--- src/rtl/pipeline_interlock_controller_pkg.sv ---
// Shared types for the pipeline interlock controller: FSM state encodings,
// per-stage control bundle, the NOP instruction and the fixed control patterns.
package pipeline_interlock_controller_pkg;

  typedef enum logic [1:0] {
    ST_BOOT     = 2'd0,
    ST_RUN      = 2'd1,
    ST_MEM_WAIT = 2'd2,
    ST_ERROR    = 2'd3
  } state_e;

  // ADDI x0,x0,0 loaded by the pipeline registers when flushed or bubbled
  localparam logic [31:0] NOP_INSN = 32'h0000_0013;

  typedef struct packed {
    logic pc_write;
    logic if_id_write;
    logic if_id_flush;
    logic id_ex_bubble;
    logic ex_mem_write;
    logic mem_wb_bubble;
  } ctrl_t;

  localparam ctrl_t CTRL_BOOT   = '{1'b0, 1'b1, 1'b1, 1'b1, 1'b1, 1'b1};
  localparam ctrl_t CTRL_FREEZE = '{1'b0, 1'b0, 1'b0, 1'b0, 1'b0, 1'b1};

  // Non-frozen decode: a taken branch squashes the wrong-path load-use stall
  function automatic ctrl_t run_decode(input logic branch_taken, input logic stale);
    ctrl_t c;
    if (branch_taken) begin
      c = '{1'b1, 1'b1, 1'b1, 1'b1, 1'b1, 1'b0};
    end else if (stale) begin
      c = '{1'b0, 1'b0, 1'b0, 1'b1, 1'b1, 1'b0};
    end else begin
      c = '{1'b1, 1'b1, 1'b0, 1'b0, 1'b1, 1'b0};
    end
    return c;
  endfunction

endpackage

--- src/rtl/pipeline_interlock_controller_if.sv ---
// Hazard inputs, per-stage controls and performance counters of the interlock controller.
// master = pipeline datapath side, slave = interlock controller.
interface pipeline_interlock_controller_if #(parameter int PERF_WIDTH = 32);

  logic                  stale;
  logic                  EX_branch_taken;
  logic                  MEM_access;
  logic                  dmem_ready;
  logic                  pc_write;
  logic                  IF_ID_write;
  logic                  IF_ID_flush;
  logic                  ID_EX_bubble;
  logic                  EX_MEM_write;
  logic                  MEM_WB_bubble;
  logic                  mem_timeout;
  logic [PERF_WIDTH-1:0] perf_stall_cnt;
  logic [PERF_WIDTH-1:0] perf_flush_cnt;
  logic [PERF_WIDTH-1:0] perf_wait_cnt;

  modport master (
    output stale, EX_branch_taken, MEM_access, dmem_ready,
    input  pc_write, IF_ID_write, IF_ID_flush, ID_EX_bubble, EX_MEM_write, MEM_WB_bubble,
    input  mem_timeout, perf_stall_cnt, perf_flush_cnt, perf_wait_cnt
  );

  modport slave (
    input  stale, EX_branch_taken, MEM_access, dmem_ready,
    output pc_write, IF_ID_write, IF_ID_flush, ID_EX_bubble, EX_MEM_write, MEM_WB_bubble,
    output mem_timeout, perf_stall_cnt, perf_flush_cnt, perf_wait_cnt
  );

endinterface

--- src/rtl/pipeline_interlock_controller_saturating_counter.sv ---
// Saturating up-counter for interlock performance statistics; only compiled when
// PIPELINE_PERF_COUNTERS_EN is defined, since nothing else instantiates it.
`ifdef PIPELINE_PERF_COUNTERS_EN
module saturating_counter #(
  parameter int WIDTH = 32
) (
  input  logic             clk,
  input  logic             rst_n,
  input  logic             inc,
  output logic [WIDTH-1:0] value
);

  logic [WIDTH-1:0] value_r;

  // Count enabled cycles, sticking at all-ones instead of wrapping
  always_ff @(posedge clk or negedge rst_n) begin
    if (!rst_n) begin
      value_r <= {WIDTH{1'b0}};
    end else if (inc && (value_r != {WIDTH{1'b1}})) begin
      value_r <= value_r + WIDTH'(1);
    end else begin
      value_r <= value_r;
    end
  end

  assign value = value_r;

endmodule
`endif

--- src/rtl/pipeline_interlock_controller.sv ---
// Load-use / branch / dmem-wait interlock for the 5-stage RV32I pipeline.
// Optional performance counters are built when PIPELINE_PERF_COUNTERS_EN is defined.
module pipeline_interlock_controller
  import pipeline_interlock_controller_pkg::*;
#(
  parameter int MEM_TIMEOUT    = 255,
  parameter int WAIT_CNT_WIDTH = 8,
  parameter int PERF_WIDTH     = 32
) (
  input logic                              clk,
  input logic                              rst_n,
  pipeline_interlock_controller_if.slave   bus
);

  localparam logic [WAIT_CNT_WIDTH-1:0] TIMEOUT_C = WAIT_CNT_WIDTH'(MEM_TIMEOUT);

  state_e                    state_r;
  logic [WAIT_CNT_WIDTH-1:0] wait_cnt_r;
  logic                      mem_timeout_r;
  ctrl_t                     ctrl_s;

  // State, wait counter and sticky timeout flag
  always_ff @(posedge clk or negedge rst_n) begin
    if (!rst_n) begin
      state_r       <= ST_BOOT;
      wait_cnt_r    <= {WAIT_CNT_WIDTH{1'b0}};
      mem_timeout_r <= 1'b0;
    end else begin
      case (state_r)
        ST_BOOT: begin
          state_r <= ST_RUN;
        end
        ST_RUN: begin
          if (bus.MEM_access && !bus.dmem_ready) begin
            state_r    <= ST_MEM_WAIT;
            wait_cnt_r <= WAIT_CNT_WIDTH'(1);
          end else begin
            state_r <= ST_RUN;
          end
        end
        ST_MEM_WAIT: begin
          if (bus.dmem_ready) begin
            state_r    <= ST_RUN;
            wait_cnt_r <= {WAIT_CNT_WIDTH{1'b0}};
          end else if (wait_cnt_r == TIMEOUT_C) begin
            state_r       <= ST_ERROR;
            mem_timeout_r <= 1'b1;
          end else begin
            wait_cnt_r <= wait_cnt_r + WAIT_CNT_WIDTH'(1);
          end
        end
        ST_ERROR: begin
          state_r       <= ST_ERROR;
          mem_timeout_r <= 1'b1;
        end
        default: begin
          state_r <= ST_BOOT;
        end
      endcase
    end
  end

  // Zero-latency control decode; BOOT pattern also holds throughout reset
  always_comb begin
    ctrl_s = CTRL_FREEZE;
    case (state_r)
      ST_BOOT: begin
        ctrl_s = CTRL_BOOT;
      end
      ST_RUN: begin
        if (bus.MEM_access && !bus.dmem_ready) begin
          ctrl_s = CTRL_FREEZE;
        end else begin
          ctrl_s = run_decode(bus.EX_branch_taken, bus.stale);
        end
      end
      ST_MEM_WAIT: begin
        if (bus.dmem_ready) begin
          ctrl_s = run_decode(bus.EX_branch_taken, bus.stale);
        end else begin
          ctrl_s = CTRL_FREEZE;
        end
      end
      ST_ERROR: begin
        ctrl_s = CTRL_FREEZE;
      end
      default: begin
        ctrl_s = CTRL_FREEZE;
      end
    endcase
  end

  assign bus.pc_write      = ctrl_s.pc_write;
  assign bus.IF_ID_write   = ctrl_s.if_id_write;
  assign bus.IF_ID_flush   = ctrl_s.if_id_flush;
  assign bus.ID_EX_bubble  = ctrl_s.id_ex_bubble;
  assign bus.EX_MEM_write  = ctrl_s.ex_mem_write;
  assign bus.MEM_WB_bubble = ctrl_s.mem_wb_bubble;
  assign bus.mem_timeout   = mem_timeout_r;

`ifdef PIPELINE_PERF_COUNTERS_EN
  logic freeze_s;
  logic decode_s;
  logic stall_ev_s;
  logic flush_ev_s;

  // Events counted whenever the corresponding rule drives the controls
  assign freeze_s   = ((state_r == ST_RUN) && bus.MEM_access && !bus.dmem_ready) ||
                      ((state_r == ST_MEM_WAIT) && !bus.dmem_ready);
  assign decode_s   = ((state_r == ST_RUN) && !(bus.MEM_access && !bus.dmem_ready)) ||
                      ((state_r == ST_MEM_WAIT) && bus.dmem_ready);
  assign flush_ev_s = decode_s && bus.EX_branch_taken;
  assign stall_ev_s = decode_s && !bus.EX_branch_taken && bus.stale;

  saturating_counter #(.WIDTH(PERF_WIDTH)) u_stall_cnt (
    .clk(clk), .rst_n(rst_n), .inc(stall_ev_s), .value(bus.perf_stall_cnt)
  );
  saturating_counter #(.WIDTH(PERF_WIDTH)) u_flush_cnt (
    .clk(clk), .rst_n(rst_n), .inc(flush_ev_s), .value(bus.perf_flush_cnt)
  );
  saturating_counter #(.WIDTH(PERF_WIDTH)) u_wait_cnt (
    .clk(clk), .rst_n(rst_n), .inc(freeze_s), .value(bus.perf_wait_cnt)
  );
`else
  assign bus.perf_stall_cnt = {PERF_WIDTH{1'b0}};
  assign bus.perf_flush_cnt = {PERF_WIDTH{1'b0}};
  assign bus.perf_wait_cnt  = {PERF_WIDTH{1'b0}};
`endif

endmodule
--- src/flat_wrapper.sv ---
// flat-port wrapper written by rule: the top's interface ports become plain ports
module pipeline_interlock_controller_flat import pipeline_interlock_controller_pkg::*;
#(
  parameter int MEM_TIMEOUT    = 255,
  parameter int WAIT_CNT_WIDTH = 8,
  parameter int PERF_WIDTH     = 32
)
  (clk, rst_n, bus_stale, bus_EX_branch_taken, bus_MEM_access, bus_dmem_ready, bus_pc_write, bus_IF_ID_write, bus_IF_ID_flush, bus_ID_EX_bubble, bus_EX_MEM_write, bus_MEM_WB_bubble, bus_mem_timeout, bus_perf_stall_cnt, bus_perf_flush_cnt, bus_perf_wait_cnt);
  pipeline_interlock_controller_if #(.PERF_WIDTH(PERF_WIDTH)) bus_i ();
  input logic clk;
  input logic rst_n;
  input wire logic [$bits(bus_i.stale)-1:0] bus_stale;
  input wire logic [$bits(bus_i.EX_branch_taken)-1:0] bus_EX_branch_taken;
  input wire logic [$bits(bus_i.MEM_access)-1:0] bus_MEM_access;
  input wire logic [$bits(bus_i.dmem_ready)-1:0] bus_dmem_ready;
  output wire logic [$bits(bus_i.pc_write)-1:0] bus_pc_write;
  output wire logic [$bits(bus_i.IF_ID_write)-1:0] bus_IF_ID_write;
  output wire logic [$bits(bus_i.IF_ID_flush)-1:0] bus_IF_ID_flush;
  output wire logic [$bits(bus_i.ID_EX_bubble)-1:0] bus_ID_EX_bubble;
  output wire logic [$bits(bus_i.EX_MEM_write)-1:0] bus_EX_MEM_write;
  output wire logic [$bits(bus_i.MEM_WB_bubble)-1:0] bus_MEM_WB_bubble;
  output wire logic [$bits(bus_i.mem_timeout)-1:0] bus_mem_timeout;
  output wire logic [$bits(bus_i.perf_stall_cnt)-1:0] bus_perf_stall_cnt;
  output wire logic [$bits(bus_i.perf_flush_cnt)-1:0] bus_perf_flush_cnt;
  output wire logic [$bits(bus_i.perf_wait_cnt)-1:0] bus_perf_wait_cnt;
  assign bus_i.stale = bus_stale;
  assign bus_i.EX_branch_taken = bus_EX_branch_taken;
  assign bus_i.MEM_access = bus_MEM_access;
  assign bus_i.dmem_ready = bus_dmem_ready;
  assign bus_pc_write = bus_i.pc_write;
  assign bus_IF_ID_write = bus_i.IF_ID_write;
  assign bus_IF_ID_flush = bus_i.IF_ID_flush;
  assign bus_ID_EX_bubble = bus_i.ID_EX_bubble;
  assign bus_EX_MEM_write = bus_i.EX_MEM_write;
  assign bus_MEM_WB_bubble = bus_i.MEM_WB_bubble;
  assign bus_mem_timeout = bus_i.mem_timeout;
  assign bus_perf_stall_cnt = bus_i.perf_stall_cnt;
  assign bus_perf_flush_cnt = bus_i.perf_flush_cnt;
  assign bus_perf_wait_cnt = bus_i.perf_wait_cnt;
  pipeline_interlock_controller #(.MEM_TIMEOUT(MEM_TIMEOUT), .WAIT_CNT_WIDTH(WAIT_CNT_WIDTH), .PERF_WIDTH(PERF_WIDTH)) u_core (.clk(clk), .rst_n(rst_n), .bus(bus_i));
endmodule
--- config.mk ---
export PLATFORM = sky130hd
export DESIGN_NAME = pipeline_interlock_controller_flat
export DESIGN_NICKNAME = d
export VERILOG_FILES = /design/src/rtl/pipeline_interlock_controller_pkg.sv /design/src/rtl/pipeline_interlock_controller_if.sv /design/src/rtl/pipeline_interlock_controller_saturating_counter.sv /design/src/rtl/pipeline_interlock_controller.sv /design/src/flat_wrapper.sv
export SDC_FILE = /design/constraint.sdc
export NUM_CORES = 1
export LEC_CHECK = 0
export CAP_MARGIN = 25
export CORE_MARGIN = 5
export CORE_UTILIZATION = 37
export DETAILED_ROUTE_END_ITERATION = 12
export PLACE_DENSITY = 0.95
export SYNTH_ARGS = -nofsm -noshare
export SYNTH_HDL_FRONTEND = slang
export SYNTH_SLANG_ARGS = --single-unit
export TNS_END_PERCENT = 1
--- constraint.sdc ---
create_clock -name clk -period 2.58 [get_ports clk]
set_input_delay 0.387 -clock clk [delete_from_list [all_inputs] [get_ports clk]]
set_output_delay 0.387 -clock clk [all_outputs]
set_load 0.02 [all_outputs]
==> impl_metrics.json <==
{
  "grt_antenna_before_repair": 0,
  "tightest_slew_ps": 497,
  "die-width_um": 72.0,
  "worst_skew_pair.late_latency_ps": 240,
  "use_met3_pct": 0.554,
  "cts_buffers": 3,
  "io_buffers": 12,
  "overflow": 0,
  "viasPerCell": 3.75,
  "reg2reg_depth": 5,
  "dp_hpwl_mm": 1.94,
  "drv_slew": 0,
  "grt_start_max_net_pins": 12,
  "crit_chain": "and2b_4, a22oi_4, a21oi_1, o21bai_1, clkdlybuf4s50_1",
  "std_cell_rows": 22,
  "nets": 188,
  "die_height_um": 72.0,
  "period_share_pct": 94.1,
  "dr_total_vias": 854,
  "reg2reg_to": "u_core.wait_cnt_r[6]",
  "met1_usage_pct": 8.49,
  "crit_path_start": "u_core.state_r[0]",
  "cts_sinks": 11,
  "final_area_um2": 1280,
  "area_growth_pct": -10.0,
  "min_path_type": "primary input to async pin",
  "cts_root_buffer": "clkbuf_8",
  "tns_ps": 0,
  "r2r-start": "u_core.wait_cnt_r[0]",
  "htreeDepth": 1,
  "wire_per_inst_um": 10.1,
  "start_kind": "flip-flop",
  "crit_fanout": 8,
  "cts_hold_buf": 0,
  "drt_wl_total_mm": 2.30,
  "synth-seq-cells": 11,
  "drv_cap": 0,
  "first_global_vias": 736,
  "dr.pass1.iters": 4,
  "endpoint": "bus_IF_ID_write",
  "max_freq_mhz": 412,
  "cts_max_path_buffers": 2,
  "rsz0062_at_grt": "no",
  "diodes": 0,
  "finalHoldViolations": 0,
  "ant_nets": 0,
  "track_usage_pct": 7.75,
  "cpPeakStageDelay_ps": 620,
  "p_total_uw": 521,
  "finalCriticalPeriod_ps": 2430,
  "syn-instance-count": 165,
  "start_util_pct": 38.5,
  "gp_congestion": 0.819,
  "worstPathRequired_ps": 2190,
  "drt_iter0_markers": 53,
  "clkTransAtPathRegs_ps": 50,
  "setup_viol": 0,
  "slowest_stage": "clkdlybuf4s50_1",
  "die-area_um2": 5180,
  "grt_pass1_wl_mm": 3.22,
  "cts_tree": "yes",
  "peakVddDrop_uv": 137,
  "slew_headroom_pct": 66.8,
  "ys_warn_count": 0,
  "seq_area_frac_synth_pct": 19.4,
  "total_leakage_power_nw": 0.700,
  "busiest_layer": "met2",
  "drive_above_1_share_pct": 8.89,
  "nFillCells": 399,
  "drcViolationCount": 0,
  "status": "completed",
  "cts_post_setup_buffers_inserted": 0,
  "worstSetupEndpointType": "output port",
  "cts_resized": 0,
  "place_area_um2": 1230,
  "reg2reg_slack_ps": 950,
  "grt.met2_usage_pct": 13.5,
  "final_core_util_pct": 34.7,
  "netlist_area_um2": 1420,
  "worstSetupPathType": "flip-flop to output port",
  "critPathArrivalTime_ps": 2040,
  "yosys.cell_types.count": 36,
  "avgSynthCellArea_um2": 8.61,
  "p_per_area_nw_per_um2": 408,
  "io_pins": 109,
  "finClkSkew_ps": 1.36,
  "coreArea_um2": 3690
}
==> how the worst min path moves through the flow <==
stage / slack, ps / endpoint / from
2_1_floorplan: 90 / u_core.bus.mem_timeout / rst_n
3_3_place_gp: 460 / u_core.bus.mem_timeout / u_core.bus.mem_timeout
3_5_place_dp: 470 / u_core.bus.mem_timeout / u_core.bus.mem_timeout
4_1_cts: 480 / u_core.bus.mem_timeout / u_core.bus.mem_timeout
5_1_grt: 510 / u_core.bus.mem_timeout / u_core.bus.mem_timeout
6_report: 480 / u_core.wait_cnt_r[6] / rst_n
==> synth_stat cells, drive strengths merged <==
library cell / n / area (um^2)
a211o: 2 / 17.5
a22o: 3 / 26.3
nand4: 2 / 12.5
or3b: 1 / 8.76
nor3b: 2 / 25.0
and4: 1 / 8.76
inv: 4 / 15.0
conb: 1 / 3.75
and3: 2 / 12.5
nor3: 3 / 20.0
a22oi: 1 / 21.3
and2b: 3 / 28.8
o21bai: 1 / 7.51
nand4b: 1 / 8.76
nand2: 2 / 7.51
ha: 1 / 12.5
xnor2: 1 / 8.76
o21ai: 5 / 40.0
o22ai: 2 / 12.5
nand2b: 3 / 26.3
o21a: 2 / 16.3
dfrtp: 11 / 275
a21oi: 3 / 15.0
nor2: 4 / 15.0
nand3: 4 / 20.0
a21o: 2 / 15.0
buf: 97 / 732
and2: 1 / 8.76
==> cells in the final DEF, fill, tap and decap left out, drive strengths merged, types with 3 or more instances in the layout <==
cell type	count
nor3	3
clkbuf	4
a22o	3
a21oi	3
and2b	3
nor2	4
clkdlybuf4s50	12
dfrtp	11
nand3	4
nand2b	3
o21ai	5
conb	96
inv	4
==> worst max-delay path: cells and delay by family (launching register included) <==
kind,cells,cell delay (ps)
buffers and inverters,1,620
flip-flops,1,440
AO/OA/AOI/OAI,3,400
AND/OR/NAND/NOR,1,330
==> sequential cells by signal (all words and copies together), names as in the netlist <==
signal	cells
u_core.wait_cnt_r	8
u_core.bus.mem_timeout	1
u_core.state_r	2
==> cells by family after synthesis <==
family / after synthesis / share of synthesized area, %
AOI/OAI and AO/OA: 21 / 12.1
buffers and inverters: 101 / 52.6
DFF: 11 / 19.4
xor gates and xnor gates: 1 / 0.616
other: 1 / 0.264
and+or+nand+nor: 29 / 14.3
adders and majority gates: 1 / 0.880
==> final cells by class <==
cell class,instances,area (um^2),share of cell area (%)
Timing Repair Buffer,13,128,9.98
Sequential cell,11,275,21.5
Tap cell,48,60.1,4.70
Multi-Input combinational cell,148,756,59.1
Clock buffer,4,45.0,3.52
Inverter,4,15.0,1.17
==> metal layers <==
metal / part of all wire (%) / routed length [um]
met2: 52 / 1200
met5: 0 / 0
met1: 31 / 714
met4: 3.3 / 75
met3: 13 / 306
==> metrics by stage <==
step / hold WS [ps] / setup slack, ps / instances
after floorplan: 91.4 / 674 / 260
after global placement: 456 / 218 / 224
after detailed placement: 471 / 151 / 224
after CTS: 483 / 138 / 228
after global routing: 506 / 49.5 / 228
final: 479 / 153 / 228
==> where the power goes <==
group / switching [mW] / internal, mW / leakage (nW)
clock network: 0.0642 / 0.108 / 0.0228
registers: 0.00915 / 0.180 / 0.132
logic: 0.142 / 0.0181 / 0.545
Note: power is estimated with default switching activity, not from simulation.
